==> src/rtl/sopc_mem_arbiter_pkg.sv <==
// sopc_mem_arbiter_pkg: shared state/grant encodings and wait-counter width for the memory arbiter
package sopc_mem_arbiter_pkg;
  typedef enum logic [1:0] {IDLE, WAIT, DONE} state_e;
  typedef enum logic {GNT_I, GNT_D} gnt_e;
  localparam int CNT_W = 4;
endpackage

==> src/rtl/mem_wait_cnt.sv <==
// mem_wait_cnt: loadable down-counter with zero flag that times the memory wait states
module mem_wait_cnt
  import sopc_mem_arbiter_pkg::*;
(
  input  logic             clk,
  input  logic             rst,
  input  logic             load,
  input  logic [CNT_W-1:0] load_val,
  input  logic             dec,
  output logic             zero
);
  logic [CNT_W-1:0] cnt_q, cnt_d;
  always_comb begin
    cnt_d = load ? load_val : (dec && cnt_q != '0) ? cnt_q - 1'b1 : cnt_q;
  end
  always_ff @(posedge clk or negedge rst) begin
    if (!rst) cnt_q <= '0;
    else cnt_q <= cnt_d;
  end
  assign zero = cnt_q == '0;
endmodule

==> src/rtl/sopc_mem_arbiter.sv <==
// sopc_mem_arbiter: shares one wait-stated memory port between CPU fetch and load/store channels
module sopc_mem_arbiter
  import sopc_mem_arbiter_pkg::*;
#(
  parameter int DATA_W      = 32,
  parameter int ADDR_W      = 32,
  parameter int SEL_W       = DATA_W / 8,
  parameter int WAIT_CYCLES = 1,
  parameter int FAIR        = 0
) (
  input  logic              clk,
  input  logic              rst,
  input  logic              i_req,
  input  logic [ADDR_W-1:0] i_addr,
  output logic [DATA_W-1:0] i_rdata,
  output logic              i_ack,
  input  logic              d_req,
  input  logic              d_we,
  input  logic [ADDR_W-1:0] d_addr,
  input  logic [SEL_W-1:0]  d_sel,
  input  logic [DATA_W-1:0] d_wdata,
  output logic [DATA_W-1:0] d_rdata,
  output logic              d_ack,
  output logic              m_ce,
  output logic              m_we,
  output logic [ADDR_W-1:0] m_addr,
  output logic [SEL_W-1:0]  m_sel,
  output logic [DATA_W-1:0] m_wdata,
  input  logic [DATA_W-1:0] m_rdata,
  output logic              stall_o
);
  state_e state_q, state_d;
  gnt_e gnt_q, gnt_d, last_q, last_d;
  logic m_ce_q, m_ce_d, m_we_q, m_we_d;
  logic [ADDR_W-1:0] m_addr_q, m_addr_d;
  logic [SEL_W-1:0] m_sel_q, m_sel_d;
  logic [DATA_W-1:0] m_wdata_q, m_wdata_d, i_rdata_q, i_rdata_d, d_rdata_q, d_rdata_d;
  logic can_i, can_d, win_d, cnt_load, cnt_dec, cnt_zero;
  mem_wait_cnt u_cnt (
    .clk      (clk),
    .rst      (rst),
    .load     (cnt_load),
    .load_val (CNT_W'(WAIT_CYCLES)),
    .dec      (cnt_dec),
    .zero     (cnt_zero)
  );
  // From DONE only the channel that was not just acked may be granted
  always_comb begin
    can_i = i_req && (state_q == IDLE || (state_q == DONE && gnt_q == GNT_D));
    can_d = d_req && (state_q == IDLE || (state_q == DONE && gnt_q == GNT_I));
    win_d = can_d && (!can_i || FAIR == 0 || last_q == GNT_I);
    state_d = state_q;
    gnt_d = gnt_q;
    last_d = last_q;
    m_ce_d = m_ce_q;
    m_we_d = m_we_q;
    m_addr_d = m_addr_q;
    m_sel_d = m_sel_q;
    m_wdata_d = m_wdata_q;
    i_rdata_d = i_rdata_q;
    d_rdata_d = d_rdata_q;
    cnt_load = 1'b0;
    cnt_dec = 1'b0;
    if (can_i || can_d) begin
      state_d = WAIT;
      gnt_d = win_d ? GNT_D : GNT_I;
      last_d = gnt_d;
      m_ce_d = 1'b1;
      m_we_d = win_d && d_we;
      m_addr_d = win_d ? d_addr : i_addr;
      m_sel_d = win_d ? d_sel : '1;
      m_wdata_d = win_d ? d_wdata : m_wdata_q;
      cnt_load = 1'b1;
    end else if (state_q == WAIT) begin
      cnt_dec = !cnt_zero;
      if (cnt_zero) begin
        state_d = DONE;
        m_ce_d = 1'b0;
        m_we_d = 1'b0;
        i_rdata_d = gnt_q == GNT_I ? m_rdata : i_rdata_q;
        d_rdata_d = (gnt_q == GNT_D && !m_we_q) ? m_rdata : d_rdata_q;
      end
    end else if (state_q == DONE) begin
      state_d = IDLE;
    end
  end
  always_ff @(posedge clk or negedge rst) begin
    if (!rst) begin
      state_q <= IDLE;
      gnt_q <= GNT_I;
      last_q <= GNT_I;
      m_ce_q <= 1'b0;
      m_we_q <= 1'b0;
      m_addr_q <= '0;
      m_sel_q <= '0;
      m_wdata_q <= '0;
      i_rdata_q <= '0;
      d_rdata_q <= '0;
    end else begin
      state_q <= state_d;
      gnt_q <= gnt_d;
      last_q <= last_d;
      m_ce_q <= m_ce_d;
      m_we_q <= m_we_d;
      m_addr_q <= m_addr_d;
      m_sel_q <= m_sel_d;
      m_wdata_q <= m_wdata_d;
      i_rdata_q <= i_rdata_d;
      d_rdata_q <= d_rdata_d;
    end
  end
  assign i_ack = state_q == DONE && gnt_q == GNT_I;
  assign d_ack = state_q == DONE && gnt_q == GNT_D;
  assign m_ce = m_ce_q;
  assign m_we = m_we_q;
  assign m_addr = m_addr_q;
  assign m_sel = m_sel_q;
  assign m_wdata = m_wdata_q;
  assign i_rdata = i_rdata_q;
  assign d_rdata = d_rdata_q;
  assign stall_o = (i_req && !i_ack) || (d_req && !d_ack);
endmodule

==> config.mk <==
export PLATFORM = sky130hd
export DESIGN_NAME = sopc_mem_arbiter
export DESIGN_NICKNAME = d
export VERILOG_FILES = /design/src/rtl/sopc_mem_arbiter_pkg.sv /design/src/rtl/mem_wait_cnt.sv /design/src/rtl/sopc_mem_arbiter.sv
export SDC_FILE = /design/constraint.sdc
export NUM_CORES = 1
export LEC_CHECK = 0
export CORE_MARGIN = 2
export CORE_UTILIZATION = 32
export DETAILED_ROUTE_END_ITERATION = 7
export PLACE_DENSITY_LB_ADDON = 0.2
export SLEW_MARGIN = 20
export SYNTH_ARGS = -nofsm -noshare
export SYNTH_HDL_FRONTEND = slang
export SYNTH_SLANG_ARGS = --single-unit
==> constraint.sdc <==
create_clock -name clk -period 2.7 [get_ports clk]
set_input_delay 0.405 -clock clk [delete_from_list [all_inputs] [get_ports clk]]
set_output_delay 0.405 -clock clk [all_outputs]
set_load 0.05 [all_outputs]
# Yosys cells after proc, flatten, opt, wreduce, memory -nomap -nowiden
# Index checks and enable logic that the tools add are counted.
[totals]
reg_bits = 141
latch_bits = 0
ram_bits = 0
romBits = 0
input_bits = 137
output_inout_bits = 137
wordCells = 61
n_memories = 0
[classes]
add_sub_neg = 1
mul = 0
div = 0
magnitude_cmp = 0
n_eq_ne = 3
shifts = 0
mux = 16
n_bitwise = 2
n_reduce_logical = 29
[op_table]
columns = ["cell", "count"]
rows = [
  ["$mux W32", 1],
  ["$mux W4", 3],
  ["$logic_and A1 B1 Y1", 9],
  ["$mux W1", 8],
  ["$mux W2", 4],
  ["$reduce_and A4 Y1", 2],
  ["$reduce_and A2 Y1", 3],
  ["$reduce_bool A2 Y1", 3],
  ["$logic_not A1 Y1", 4],
  ["$logic_not A4 Y1", 1],
  ["$logic_or A1 B1 Y1", 4],
  ["$reduce_bool A4 Y1", 1],
  ["$sub A4 B1 Y4 const B", 1],
  ["$ne A3 B3 Y1 const B", 1],
  ["$reduce_bool A3 Y1", 1],
  ["$eq A2 B1 Y1 const B", 1],
  ["$eq A2 B2 Y1 const B", 1],
  ["$logic_not A2 Y1", 1],
  ["$not A1 Y1", 2],
]

# Longest topological paths before layout
# Gate-level depths: netlist of the first run.
[depth]
ltp_word = 9
mapped_depth = 8

# Cells and area by module
# From an unflattened synthesis of the first run, not the netlist that was laid out.
[unflattened]
hier_cells = 510
area_unflattened_um2 = 5739.3
[modules_own_cells]
columns = ["mod", "n_inst", "cells_each", "area_per_inst_um2", "seq_area_each_um2"]
rows = [
  ["sopc_mem_arbiter", 1, 483, 5469.0, 3428.3],
  ["mem_wait_cnt", 1, 27, 270.3, 100.1],
]

# Worst setup path after synthesis of the first run
# OpenSTA, ideal clock, no wires.
[synth_timing]
kind = "flip-flop to output port"
from = "reg gnt_q"
to = "out stall_o"
arrival_time_ns = 1.962
slack_ns = 0.333
path_stages_with_launch = 4
cell_sequence = "dfrtp_1 > nand2b_1 > nor2_1 > o21ai_0"
[synth_between]
elab_chain_cells = 5
word_cells_on_any_way = 8
classes_between = "1 x bitwise; 7 x reduce/logical"
[synth_rtl]
columns = ["element", "line_no", "source"]
rows = [
  ["start: declaration", "sopc_mem_arbiter.sv:33", "gnt_e gnt_q, gnt_d, last_q, last_d;"],
  ["start signal: assignment", "sopc_mem_arbiter.sv:101", "gnt_q <= gnt_d;"],
  ["$not A1 Y1", "sopc_mem_arbiter.sv:112", "assign i_ack = state_q == DONE && gnt_q == GNT_I;"],
  ["$logic_and A1 B1 Y1", "sopc_mem_arbiter.sv:112", ""],
  ["net i_ack", "sopc_mem_arbiter.sv:16", "output logic i_ack,"],
  ["$logic_not A1 Y1", "sopc_mem_arbiter.sv:121", "assign stall_o = (i_req && !i_ack) || (d_req && !d_ack);"],
  ["$logic_and A1 B1 Y1", "sopc_mem_arbiter.sv:121", ""],
  ["$logic_or A1 B1 Y1", "sopc_mem_arbiter.sv:121", ""],
  ["end: declaration", "sopc_mem_arbiter.sv:30", "output logic stall_o"],
]
# The timed path passes the listed nets, and every way through them passes these cells.

# Final worst setup path of the first run
[layout_timing]
from = "reg gnt_q"
to = "out i_ack"
[layout_between]
elab_chain_cells = 2
[layout_rtl]
columns = ["element", "line_no"]
rows = [
  ["$not A1 Y1", "sopc_mem_arbiter.sv:112"],
  ["$logic_and A1 B1 Y1", "sopc_mem_arbiter.sv:112"],
  ["end: declaration", "sopc_mem_arbiter.sv:16"],
]
# Every way passes these cells.

==> impl_metrics.toml, run 1 <==
[grt]
grt_use_total = 0.1691
grt-ovfl-total = 0
grt_pass1_vias = 4890
antenna_found_initial = 0
grt_pass1_wl_um = 25840
grt_start_max_net_pins = 72

[final_layout]
fillerInstances = 1560
num-nets-final = 917
regArea_um2 = 3528
final_cell_area_um2 = 9348
area_growth_pct = 61.40
multi_input_area_um2 = 2053
layout.cells.non_filler = 1020
diodes = 0
drive_gt1_frac = 0.1378

[sta]
setup_viol = 0
skew_ns = 0.01122
timing.fmax_mhz = 409.6
slew_violations = 0
tns_ns = 0
fin_crit_sh = 0.9042
period_needed_ns = 2.441
final_hold_viol_count = 0
rsz0062_at_grt = "false"
tightest_slew_ns = 0.8129
maxSlewHeadroom = 0.4581

[critical_path]
cp_cell_sequence = "nand2b_1 > nor2_1 > clkdlybuf4s50_1"
r2r_start = "u_cnt.cnt_q[0]"
ff2ff_setup_slack_ns = 0.35
crit_path_start_kind = "flip-flop"
crit_arrival_ns = 2.04
cpPeakStageDelay_ns = 0.82
cpMaxStageDelayCell = "clkdlybuf4s50_1"
cp_max_fo = 6
r2r_cells = 7
endpoint_kind = "output port"
r2r-end = "d_rdata[22]"
crit_type = "reg -> out"
crit_required_ns = 2.30

[yosys]
synth_edf_count = 0
async_reset_ff_frac = 1.000
synthCells = 509
postSynthAreaPerCell_um2 = 11.38
mappedNetlistNets = 648
netlist_area_um2 = 5792
synthFlopType = "dfrtp_1"
synth_cell_types = 34
ys_ff_latch = 141
seq_area_frac_synth = 0.6092
yosys_warnings = 0

[placed_design]
dp_cells = 987
numPortBuffers = 273
gp_congestion = 0.8071
dp_hpwl_um = 11480
dpl_cell_area_um2 = 8730

[drt]
post_drt_wl_per_cell_um = 15.70
postRouteAntennaNets = 0
vias_per_cell = 4.644
wl_um = 16020
dr.pass1.iters = 4
num_vias = 4737
drtIter0Drc = 214
drc_errors = 0

[clock_tree]
clock-sinks = 141
cts_root_buffer = "clkbuf_16"
cts_inserted_buffers = 17
h-tree-depth = 4
clk_pin_slew_ns = 0.06
cts-resized-gates = 0
cts_buffer_depth = 2
cts_tree = "built"
clk_latency_ns = 0.41

[die]
dieArea_um2 = 19190
core_um2 = 17840
fp.dieW_um = 138.5
std_cell_rows = 49
dieHeight_um = 138.5
initial_core_util = 0.3246
io_pins = 274

[run_status]
status = "finished clean"

[job]
max-cap-violations = 0

[power_and_ir_drop]
powerDensity_nw_per_um2 = 1518
ir_worst_vdd_v = 0.0009550
p_leak_nw = 4.135
total_power_w = 0.01419

[worst_hold_path]
hold_end = "m_wdata[7]"
hold_depth = 2
hold_class = "reg -> reg"
min_from = "m_wdata[7]"
==> synthesized netlist by cell type (2+ instances only) <==
cell        n  share of area
nand2b_1    2         0.0022
o21ai_0     5         0.0043
buf_12      3          0.010
nor2_1     39          0.025
inv_1       4         0.0026
ha_1        2         0.0043
a21oi_1     2         0.0017
buf_6       4         0.0078
dfrtp_1   141           0.61
nand2_1   167           0.11
buf_2       2         0.0017
buf_1       5         0.0032
o22a_1      4         0.0060
clkbuf_1   16          0.010
a31oi_1    32          0.035
mux2_2     33          0.064
mux2_4     30          0.078
or3_1       2         0.0022
==> flip-flops by register name, summed over array words and instances, names as in the netlist <==
name / cells
gnt_q: 1
m_addr: 32
state_q: 2
i_rdata: 32
m_ce: 1
d_rdata: 32
m_we: 1
m_wdata: 32
m_sel: 4
u_cnt.cnt_q: 4
==> placed cells by master, fill, tap and decap left out, drive strengths merged, types with 4 or more instances in the layout <==
cell             n
clkdlybuf4s50  271
mux2            64
o22a             4
nor2            39
clkinv           4
buf              9
o21ai            5
nand2          167
dfrtp          141
a31oi           32
clkbuf          20
inv              6
==> worst max-delay path by stage <==
stage | slack (ns) | cells past startpoint | to | from
final | 0.26 | 3 | i_ack | gnt_q
after global routing | 0.16 | 3 | i_ack | gnt_q
after CTS | 0.26 | 3 | i_ack | gnt_q
after detailed placement | 0.37 | 7 | d_rdata[13] | u_cnt.cnt_q[0]
after global placement | 0.47 | 6 | i_rdata[6] | u_cnt.cnt_q[0]
after floorplan | 0.33 | 3 | stall_o | gnt_q
==> worst max-delay path, delay by kind of cell (launching register included) <==
kind	cells	cell delay (ns)
DFF	1	0.44
and+or+nand+nor	2	0.37
buffers and inverters	1	0.82
==> metrics by stage <==
stage | hold slack, ns | util | setup WS [ns]
finish | 0.4729 | 0.5240 | 0.2587
floorplan | 0.1094 | - | 0.3328
global route | 0.4941 | 0.5240 | 0.1559
detailed placement | 0.3978 | 0.4893 | 0.3728
global placement | 0.3898 | 0.4893 | 0.4703
CTS | 0.4775 | 0.5240 | 0.2598
==> timing repair <==
action / in CTS / in global routing
hold buffers: 1 / 0
hold endpoints to repair: 52 / 0
buffers inserted: 0 / 0
==> cell families (layout without fill, tap and decap cells) <==
| family | count (synthesis) | count (layout) | synth area share |
|---|---|---|---|
| simple gates | 219 | 219 | 0.1508 |
| flops | 141 | 141 | 0.6092 |
| mux | 65 | 65 | 0.1456 |
| compound gates | 47 | 47 | 0.05314 |
| buf+inv | 35 | 317 | 0.03694 |
| fa+ha+maj | 2 | 2 | 0.004320 |
==> area by class of cell <==
type | instances | area share
Sequential cell | 141 | 0.3775
Inverter | 4 | 0.001606
Clock buffer | 20 | 0.04778
Clock inverter | 12 | 0.01727
Timing Repair Buffer | 281 | 0.3056
Tap cell | 229 | 0.03065
Multi-Input combinational cell | 333 | 0.2196
==> metal layers <==
layer	routed length (um)	track usage	up-vias
li1	-	-	2226
met1	6635	0.2048	2284
met2	7523	0.2718	212
met3	1628	0.07666	15
met4	229	0.05209	0
met5	0	0	-
==> power breakdown <==
group / total [W] / internal, W / switching, W
Combinational: 0.00800 / 0.00291 / 0.00509
Clock: 0.00239 / 0.00149 / 0.000907
Sequential: 0.00379 / 0.00317 / 0.000625
Total: 0.0142 / 0.00757 / 0.00663
No activity file was read; power rests on OpenSTA's default activity.
==> inputs of run 2 (changes only) <==
--- a/config.mk
+++ b/config.mk
@@ -6,7 +6,7 @@
 export NUM_CORES = 1
 export LEC_CHECK = 0
 export CORE_MARGIN = 2
-export CORE_UTILIZATION = 32
+export CORE_UTILIZATION = 35
 export DETAILED_ROUTE_END_ITERATION = 7
 export PLACE_DENSITY_LB_ADDON = 0.2
 export SLEW_MARGIN = 20
==> run 2 against run 1 <==
Critical path type is now reg -> reg. Largest power group unchanged. Register-to-register slack got worse by 0.12 ns. Highest routed layer unchanged. Die area fell by 8.3%. Critical path depth rose by 4. Maximum frequency fell by 1.0%. Cell area fell by 1.0%. Via count fell by 1.3%. Largest cell class unchanged.
==> impl_metrics.toml, run 2 (same netlist as run 1, synthesis figures left out) <==
[run_status]
status = "finished clean"

[sta]
tightest_slew_ns = 0.8357
hold_ws_ns = 0.01956
skew_ns = 0.008290
tns_ns = 0
final_hold_viol_count = 0
setup_viol = 0
fin_crit_sh = 0.9137
period_needed_ns = 2.467
rsz0062_at_grt = "false"
setup_ws_ns = 0.2329
maxSlewHeadroom = 0.4429
timing.fmax_mhz = 405.3
slew_violations = 0

[power_and_ir_drop]
powerDensity_nw_per_um2 = 1510
p_int_w = 0.007357
ir_worst_vdd_v = 0.0007554
total_power_w = 0.01397
switching_share = 0.4733
power.share.sequential = 0.270
pwr-share-clk = 0.158
combPwrFrac = 0.572
p_sw_w = 0.006612
p_leak_nw = 4.083

[worst_hold_path]
hold_class = "in -> async"

[critical_path]
crit_arrival_ns = 2.76
r2r_cells = 7
r2r-end = "d_rdata[17]"
crit_required_ns = 2.99
crit_type = "reg -> reg"
ff2ff_setup_slack_ns = 0.23
crit_path_start_kind = "flip-flop"
r2r_start = "u_cnt.cnt_q[0]"
cp_max_fo = 32
endpoint_kind = "flip-flop"

[final_layout]
drive_gt1_frac = 0.1380
diodes = 0
mostFrequentLayoutCell = "clkdlybuf4s50_1"
area_growth_pct = 59.78
num-nets-final = 916
final_cell_mix = "271 x clkdlybuf4s50_1, 166 x nand2_1, 141 x dfrtp_1"

[grt]
grt_start_max_net_pins = 76
grt_pass1_wl_um = 25600
grt_pass1_vias = 4795
grt-ovfl-total = 0
antenna_found_initial = 0
grt_use_total = 0.1858

[drt]
postRouteAntennaNets = 0
vias_per_cell = 4.628
wl_met1_um = 6745
wl_um = 15940
dr_wl_met2_um = 7447
post_drt_wl_per_cell_um = 15.78
dr.pass1.iters = 4
top_layer = "met4"
drtIter0Drc = 167
num_vias = 4674
drc_errors = 0
route.met3.wl_um = 1429

[clock_tree]
clk_latency_ns = 0.41
clock-sinks = 141
cts_tree = "built"
cts-resized-gates = 0
clk_pin_slew_ns = 0.06
cts_buffer_depth = 2
cts_inserted_buffers = 17
cts_setup_buffers = 0
cts_root_buffer = "clkbuf_16"
holdBufCountCts = 0
h-tree-depth = 4

[placed_design]
numPortBuffers = 273
gp_congestion = 0.8076
place_ws_ns = 0.2680
dp_hpwl_um = 11430

[die]
std_cell_rows = 47
dieHeight_um = 132.6
initial_core_util = 0.3530
io_pins = 274
fp.dieW_um = 132.6
core_um2 = 16410
dieArea_um2 = 17590

[job]
max-cap-violations = 0
==> run 2: cell types whose count changed in the layout (fill, tap and decap cells not counted) <==
cell,change
inv_6,+1
buf_12,-2
clkinvlp_4,+4
dlygate4sd3_1,-1
bufinv_16,-2
clkinv_4,-3
buf_4,+2
==> run 2: worst max-delay path by stage <==
| stage | from | endpoint | slack (ns) | cells after the start |
|---|---|---|---|---|
| 6_report | u_cnt.cnt_q[0] | d_rdata[17] | 0.23 | 7 |
| 5_1_grt | u_cnt.cnt_q[0] | d_rdata[19] | 0.10 | 7 |
| 4_1_cts | gnt_q | i_ack | 0.26 | 3 |
| 3_5_place_dp | u_cnt.cnt_q[0] | d_rdata[28] | 0.27 | 7 |
| 3_3_place_gp | u_cnt.cnt_q[0] | d_rdata[27] | 0.38 | 7 |
| 2_1_floorplan | gnt_q | stall_o | 0.33 | 3 |
==> run 2: power groups by stage <==
stage | registers (W) | clock network [W] | logic [W]
after CTS | 0.00378 | 0.00226 | 0.00807
after global routing | 0.00391 | 0.00236 | 0.00838
after floorplan | 0.00721 | 0 | 0.00189
after global placement | 0.00375 | 0 | 0.00797
after detailed placement | 0.00380 | 0 | 0.00805
final | 0.00377 | 0.00220 | 0.00799
==> run 2: cell type report <==
class / instances / area, um^2
fillers: 1380 / 7153
flip-flops and latches: 141 / 3528
repair buffers: 280 / 2821
multi-input cells: 333 / 2053
clock buffers: 20 / 446.7
well taps: 220 / 275.3
clock inverters: 12 / 113.9
inverters: 4 / 15.01
==> run 2: per-stage QoR <==
step,util,cell area (um^2),cells
2_1_floorplan,-,5792,509
4_1_cts,0.5640,9254,1010
3_5_place_dp,0.5299,8693,978
6_report,0.5640,9254,1010
3_3_place_gp,0.5299,8693,978
5_1_grt,0.5640,9254,1010
==> run 2: metal layers <==
layer,vias up,track usage
met5,-,0
met4,0,0.07109
met3,22,0.06858
met2,203,0.2971
met1,2221,0.2301
li1,2228,-
==> run 2: worst max-delay path, stage by stage, from the launching register on <==
cell      delay, ns
dfrtp_1        0.40
inv_1          0.10
ha_1           0.17
nor3b_4        0.34
nand3b_2       0.16
or3b_2         0.46
buf_4          0.32
mux2_4         0.37
